[src/rtl/mips_pipe_pkg.sv]
// Shared definitions for the MIPS pipeline: MEM-stage FSM encoding,
// the MEM/WB pipeline record with its bubble value, and default timeout.
package mips_pipe_pkg;

   localparam int DEFAULT_TIMEOUT_CYCLES = 16;

   typedef enum logic {
      MEM_IDLE = 1'b0,
      MEM_WAIT = 1'b1
   } mem_state_t;

   typedef struct packed {
      logic [31:0] readData;
      logic [31:0] aluResult;
      logic [4:0]  regDest;
      logic        memtoReg;
      logic        regWrite;
   } memwb_t;

   localparam memwb_t MEMWB_BUBBLE = '0;

endpackage

[src/rtl/mem_timeout_counter.sv]
// Bus watchdog counter: counts consecutive not-ready request cycles and
// flags when the count has reached LIMIT. Generic so an instruction-memory
// port can reuse it.
module mem_timeout_counter #(
   parameter int LIMIT = 16
) (
   input  logic clk,
   input  logic rst,
   input  logic i_clear,
   input  logic i_inc,
   output logic o_terminal
);

   localparam int CNT_W = (LIMIT < 1) ? 1 : $clog2(LIMIT + 1);

   logic [CNT_W-1:0] r_cnt;

   // Count stalled request cycles; clear wins so a finished access restarts at zero
   always_ff @(posedge clk) begin
      if (rst || i_clear) begin
         r_cnt <= '0;
      end else if (i_inc) begin
         r_cnt <= r_cnt + CNT_W'(1);
      end
   end

   assign o_terminal = (r_cnt == CNT_W'(LIMIT));

endmodule

[src/rtl/mem_access_stage.sv]
// MEM stage of the 5-stage MIPS core: issues loads/stores on a ready-handshaked
// data-memory port, stalls upstream while an access is outstanding, rejects
// misaligned addresses, aborts accesses to a dead memory, and registers MEM/WB.
module mem_access_stage
   import mips_pipe_pkg::*;
#(
   parameter int TIMEOUT_CYCLES = DEFAULT_TIMEOUT_CYCLES,
   parameter int ADDR_W         = 32
) (
   input  logic              clk,
   input  logic              rst,
   input  logic [31:0]       EXtoMEM_ALUresult,
   input  logic [31:0]       EXtoMEM_ReadData2,
   input  logic [4:0]        EXtoMEM_RegDest,
   input  logic              MEM_MemRead,
   input  logic              MEM_MemWrite,
   input  logic              MEM_MemtoReg,
   input  logic              MEM_RegWrite,
   output logic              dmem_req,
   output logic              dmem_we,
   output logic [ADDR_W-1:0] dmem_addr,
   output logic [31:0]       dmem_wdata,
   input  logic [31:0]       dmem_rdata,
   input  logic              dmem_ready,
   output logic              mem_stall,
   output logic [31:0]       MEMtoWB_ReadData,
   output logic [31:0]       MEMtoWB_ALUresult,
   output logic [4:0]        MEMtoWB_RegDest,
   output logic              WB_MemtoReg,
   output logic              WB_RegWrite,
   output logic              misalign_pulse,
   output logic              bus_err
);

   mem_state_t r_state;
   mem_state_t w_nextState;
   memwb_t     r_memwb;
   memwb_t     w_memwbNext;
   logic       r_misalign;
   logic       r_busErr;

   logic w_memOp;
   logic w_aligned;
   logic w_terminal;
   logic w_abort;
   logic w_complete;
   logic w_done;
   logic w_readDone;

   assign w_memOp    = MEM_MemRead | MEM_MemWrite;
   assign w_aligned  = (EXtoMEM_ALUresult[1:0] == 2'b00);
   assign w_abort    = (r_state == MEM_WAIT) & w_terminal;
   assign dmem_req   = !rst & w_memOp & w_aligned & !w_abort;
   assign w_complete = dmem_req & dmem_ready;
   // A simultaneous read+write is a write, so only pure reads return data
   assign w_readDone = w_complete & !MEM_MemWrite;
   assign w_done     = !w_memOp | !w_aligned | w_complete | w_abort;
   assign mem_stall  = !rst & !w_done;

   assign dmem_we    = MEM_MemWrite;
   assign dmem_addr  = EXtoMEM_ALUresult[ADDR_W-1:0];
   assign dmem_wdata = EXtoMEM_ReadData2;

   mem_timeout_counter #(
      .LIMIT (TIMEOUT_CYCLES)
   ) u_timeout (
      .clk        (clk),
      .rst        (rst),
      .i_clear    (w_complete | w_abort),
      .i_inc      (dmem_req & !dmem_ready),
      .o_terminal (w_terminal)
   );

   // Track whether a request is outstanding waiting for ready
   always_comb begin
      w_nextState = r_state;
      case (r_state)
         MEM_IDLE: if (dmem_req && !dmem_ready) w_nextState = MEM_WAIT;
         MEM_WAIT: if (dmem_ready || w_abort)   w_nextState = MEM_IDLE;
         default:  w_nextState = MEM_IDLE;
      endcase
   end

   // FSM state register
   always_ff @(posedge clk) begin
      if (rst) begin
         r_state <= MEM_IDLE;
      end else begin
         r_state <= w_nextState;
      end
   end

   // Build the MEM/WB record: real result when the stage finishes, bubble while stalled
   always_comb begin
      w_memwbNext = MEMWB_BUBBLE;
      if (w_done) begin
         w_memwbNext.readData  = w_readDone ? dmem_rdata : 32'd0;
         w_memwbNext.aluResult = EXtoMEM_ALUresult;
         w_memwbNext.regDest   = EXtoMEM_RegDest;
         w_memwbNext.memtoReg  = MEM_MemtoReg;
         w_memwbNext.regWrite  = MEM_RegWrite & !(!w_aligned & w_memOp) & !w_abort;
      end
   end

   // MEM/WB pipeline register plus misalign pulse and sticky bus error
   always_ff @(posedge clk) begin
      if (rst) begin
         r_memwb    <= MEMWB_BUBBLE;
         r_misalign <= 1'b0;
         r_busErr   <= 1'b0;
      end else begin
         r_memwb    <= w_memwbNext;
         r_misalign <= w_memOp & !w_aligned;
         r_busErr   <= r_busErr | w_abort;
      end
   end

   assign MEMtoWB_ReadData  = r_memwb.readData;
   assign MEMtoWB_ALUresult = r_memwb.aluResult;
   assign MEMtoWB_RegDest   = r_memwb.regDest;
   assign WB_MemtoReg       = r_memwb.memtoReg;
   assign WB_RegWrite       = r_memwb.regWrite;
   assign misalign_pulse    = r_misalign;
   assign bus_err           = r_busErr;

endmodule

[config.mk]
export PLATFORM = sky130hd
export DESIGN_NAME = mem_access_stage
export DESIGN_NICKNAME = d
export VERILOG_FILES = /design/src/rtl/mips_pipe_pkg.sv /design/src/rtl/mem_timeout_counter.sv /design/src/rtl/mem_access_stage.sv
export SDC_FILE = /design/constraint.sdc
export NUM_CORES = 1
export LEC_CHECK = 0
export ABC_AREA = 1
export CORE_MARGIN = 2
export CORE_UTILIZATION = 35
export DETAILED_ROUTE_END_ITERATION = 7
export PLACE_DENSITY = 0.93
export SKIP_LAST_GASP = 1
export SLEW_MARGIN = 10
export SYNTH_ARGS = -nofsm -noshare
export SYNTH_HDL_FRONTEND = slang
export SYNTH_HIERARCHICAL = 1
export SYNTH_SLANG_ARGS = --single-unit
[constraint.sdc]
create_clock -name clk -period 3.2 [get_ports clk]
set_input_delay 0.96 -clock clk [delete_from_list [all_inputs] [get_ports clk]]
set_output_delay 0.96 -clock clk [all_outputs]
set_load 0.02 [all_outputs]
==> summary.md <==
| Metric | Value |
|---|---|
| P&R area growth vs syn | 55.0% |
| Max Cap Viol | 0 |
| Cts hold-fix bufs | 0 |
| CP startpoint | MEM_MemWrite |
| Sequential share of power | 46.5% |
| Syn nets | 459 |
| Routed Antenna Nets | 0 |
| Share of layout cells above drive strength 1 | 15.8% |
| Crit share post-route | 98.8% |
| WL met2 | 4110 um |
| Synth Area in Simple Gates | 17.8% |
| TritonRoute pass-1 iters | 4 |
| Avg WL per Cell | 12.5 um |
| Final #Nets | 591 |
| DRT Wirelength | 7450 um |
| Internal power | 1.68 mW |
| Pwr dens | 461 nW/um^2 |
| Ys async rst share | 0% |
| Inserted Diodes | 0 |
| Die Y | 97.9 um |
| Grt total ovfl | 0 |
| Metal3 WL | 597 um |
| CTS max path bufs | 2 |
| Slew HR | 66.0% |
| Crit path time final | 3.16 ns |
| Met1 Wirelength | 2560 um |
| GP Congestion | 0.813 |
| Worst Hold Launch | bus_err |
| Die ar. | 9590 sq um |
| Vias in the first global route | 2425 |
| Slew Viols, Final | 0 |
| Worst flop-to-flop path startpoint | u_timeout/r_cnt[0] |
| TritonCTS clock tree | yes |
| Total GRT Usage | 15.4% |
| Adder-cell area share of the yosys netlist | 0.811% |
| Mux cell area share after synthesis | 0% |
| IO buf count | 183 |
| Final Hold Violating Endpoints | 0 |
| Worst-path clk slew | 0.07 ns |
| RSZ-0062 raised after global routing | false |
| Final non-filler cell total | 594 |
| Crit path kind | in2out |
| Dpl cells | 578 |
| Synth top area share | 51.2% |
| Ys flop type | dfxtp_1 |
| # setup viols final | 0 |
| Crit. End Element | output port |
| Via count | 2389 |
| Clk_skew | 0.0145 ns |
| Core area | 8640 sq um |
| Top cells by area, synth | dfxtp_1, buf_4, inv_1 |
| Worst-Margin Slew | 0.510 ns |
| Main combinational cell family by area after synthesis | buffers and inverters |
| Outcome | completed |
| Hold/Removal Path Class | reg2reg |
| Switching part of the total power | 23.9% |
| H-tree levels | 3 |
| Setup slack at placement | -0.236 ns |
| Register area share after synthesis | 51.2% |
| First-pass GRT wire length | 11600 um |
| Clock Sink Count | 79 |
| CTS buffer count | 9 |
| Compound-Gate Fraction of Synth Area | 1.82% |
| Comb pwr share | 16.6% |
| Critical Path Fanout Max | 3 |
| Detailed-placement wirelength estimate | 5980 um |
| Layout fillers | 731 |
| Largest net degree at the start of global routing | 39 |
| Synth cell count leaders | dfxtp_1, inv_1, buf_4, nor2_2, nor2_1 |
| Post-Synthesis Cells | 349 |
| CP Data Arrival Time | 2.20 ns |
| Initial antenna violation count | 0 |
| 1st-iter DRT viols | 52 |
| Yosys warns | 6 |
| Max IR drop VDD | 0.200 mV |
| WP data required | 2.24 ns |
| Worst-Skew Late Latency | 0.34 ns |
| Via density | 4.02 |
| Root Buffer | clkbuf_8 |
| Synth Register Bits | 79 |
| Cell area after synthesis | 3090 sq um |
| Yosys top cell by area | dfxtp_1 |
| Post-synthesis cell type count | 20 |
| Syn_area_per_cell | 8.84 sq um |
| Std cell rows | 34 |
| I/O pins | 248 |
| Final WS setup | 0.0395 ns |
| Number of synthesized flops with an enable pin | 0 |
| Post-Synth XOR/XNOR Area | 0% |
| Clock network fraction of design power | 36.9% |
| DR DRC count | 0 |
| P_sw | 0.527 mW |
| Highest routed layer | met4 |
| Crit path launch type | input pin |
| Top-count cell post-synth | dfxtp_1 |
| Initial Util | 35.7% |
| Leak | 2.16 nW |
| Peak Freq | 316 MHz |
| Chip Width | 97.9 um |
-- worst paths after layout --
path	slack, ns	cells after the start	to
worst max-delay path	0.04	3	dmem_we
worst min-delay path	0.46	2	bus_err
worst max register to register	1.18	13	u_timeout/r_cnt[4]
worst min register to register	0.46	2	bus_err
-- cell usage in the layout, fill, tap and decap left out, drive strengths merged --
cell,Yosys,routed
ha,2,2
o21ai,4,4
nor2,88,88
nand2,17,17
clkdlybuf4s50,0,181
inv,79,79
buf,72,10
clkinv,0,2
dfxtp,79,79
bufinv,0,2
nor3,1,1
clkbuf,0,11
dlygate4sd2,0,1
clkdlybuf4s15,0,1
a21oi,4,4
clkinvlp,0,1
o211ai,1,1
nand3,1,1
nand3b,1,1
-- final cells by class --
type                            count  area (sq um)  area share [%]
Clock buffer                       11           141            2.96
Tap cell                          108           135            2.82
Sequential cell                    79          1580            33.1
Timing Repair Buffer              193          1920            40.1
Inverter                           79           297            6.20
Multi-Input combinational cell    119           631            13.2
Clock inverter                      5          81.3            1.70
-- through the flow --
stage / power, mW / setup TNS, ns / area (sq um) / util (%) / hold slack [ns]
2_1_floorplan: 1.28 / 0 / 3090 / - / 0.441
3_3_place_gp: 1.41 / -0.303 / 4560 / 52.8 / 0.457
3_5_place_dp: 1.42 / -0.422 / 4560 / 52.8 / 0.456
4_1_cts: 2.24 / 0 / 4780 / 55.4 / 0.472
5_1_grt: 2.30 / 0 / 4780 / 55.4 / 0.491
6_report: 2.20 / 0 / 4780 / 55.4 / 0.463
-- power by group through the flow --
| stage | combinational (mW) | clock (mW) | sequential, mW |
|---|---|---|---|
| finish | 0.365 | 0.814 | 1.03 |
| global route | 0.387 | 0.883 | 1.03 |
| CTS | 0.368 | 0.844 | 1.03 |
| detailed placement | 0.367 | 0 | 1.05 |
| global placement | 0.359 | 0 | 1.05 |
| floorplan | 0.191 | 0 | 1.09 |
-- routing by layer --
| metal | GRT usage (%) | vias up |
|---|---|---|
| li1 | - | 1186 |
| met1 | 14.4 | 1057 |
| met2 | 29.6 | 117 |
| met3 | 5.37 | 29 |
| met4 | 7.37 | 0 |
| met5 | 0 | - |
-- kinds of logic after synthesis --
group | Yosys count
buf+inv | 151
simple gates | 108
flops | 79
compound gates | 9
fa+ha+maj | 2
-- flip-flops by register name (all words and copies together), names as in the netlist, 5 cells and up --
signal,count
MEMtoWB_ALUresult,32
MEMtoWB_ReadData,32
u_timeout/r_cnt,5
MEMtoWB_RegDest,5
-- repair_timing --
item                       4_1_cts  5_1_grt
setup endpoints to repair        2        1
resized for setup                2        1
buffers inserted                 0        0
-- critical path: stages --
cell             delay (ns)
clkdlybuf4s50_1        0.49
buf_4                  0.13
clkdlybuf4s50_1        0.61
Power figures use the tool's default switching activity.
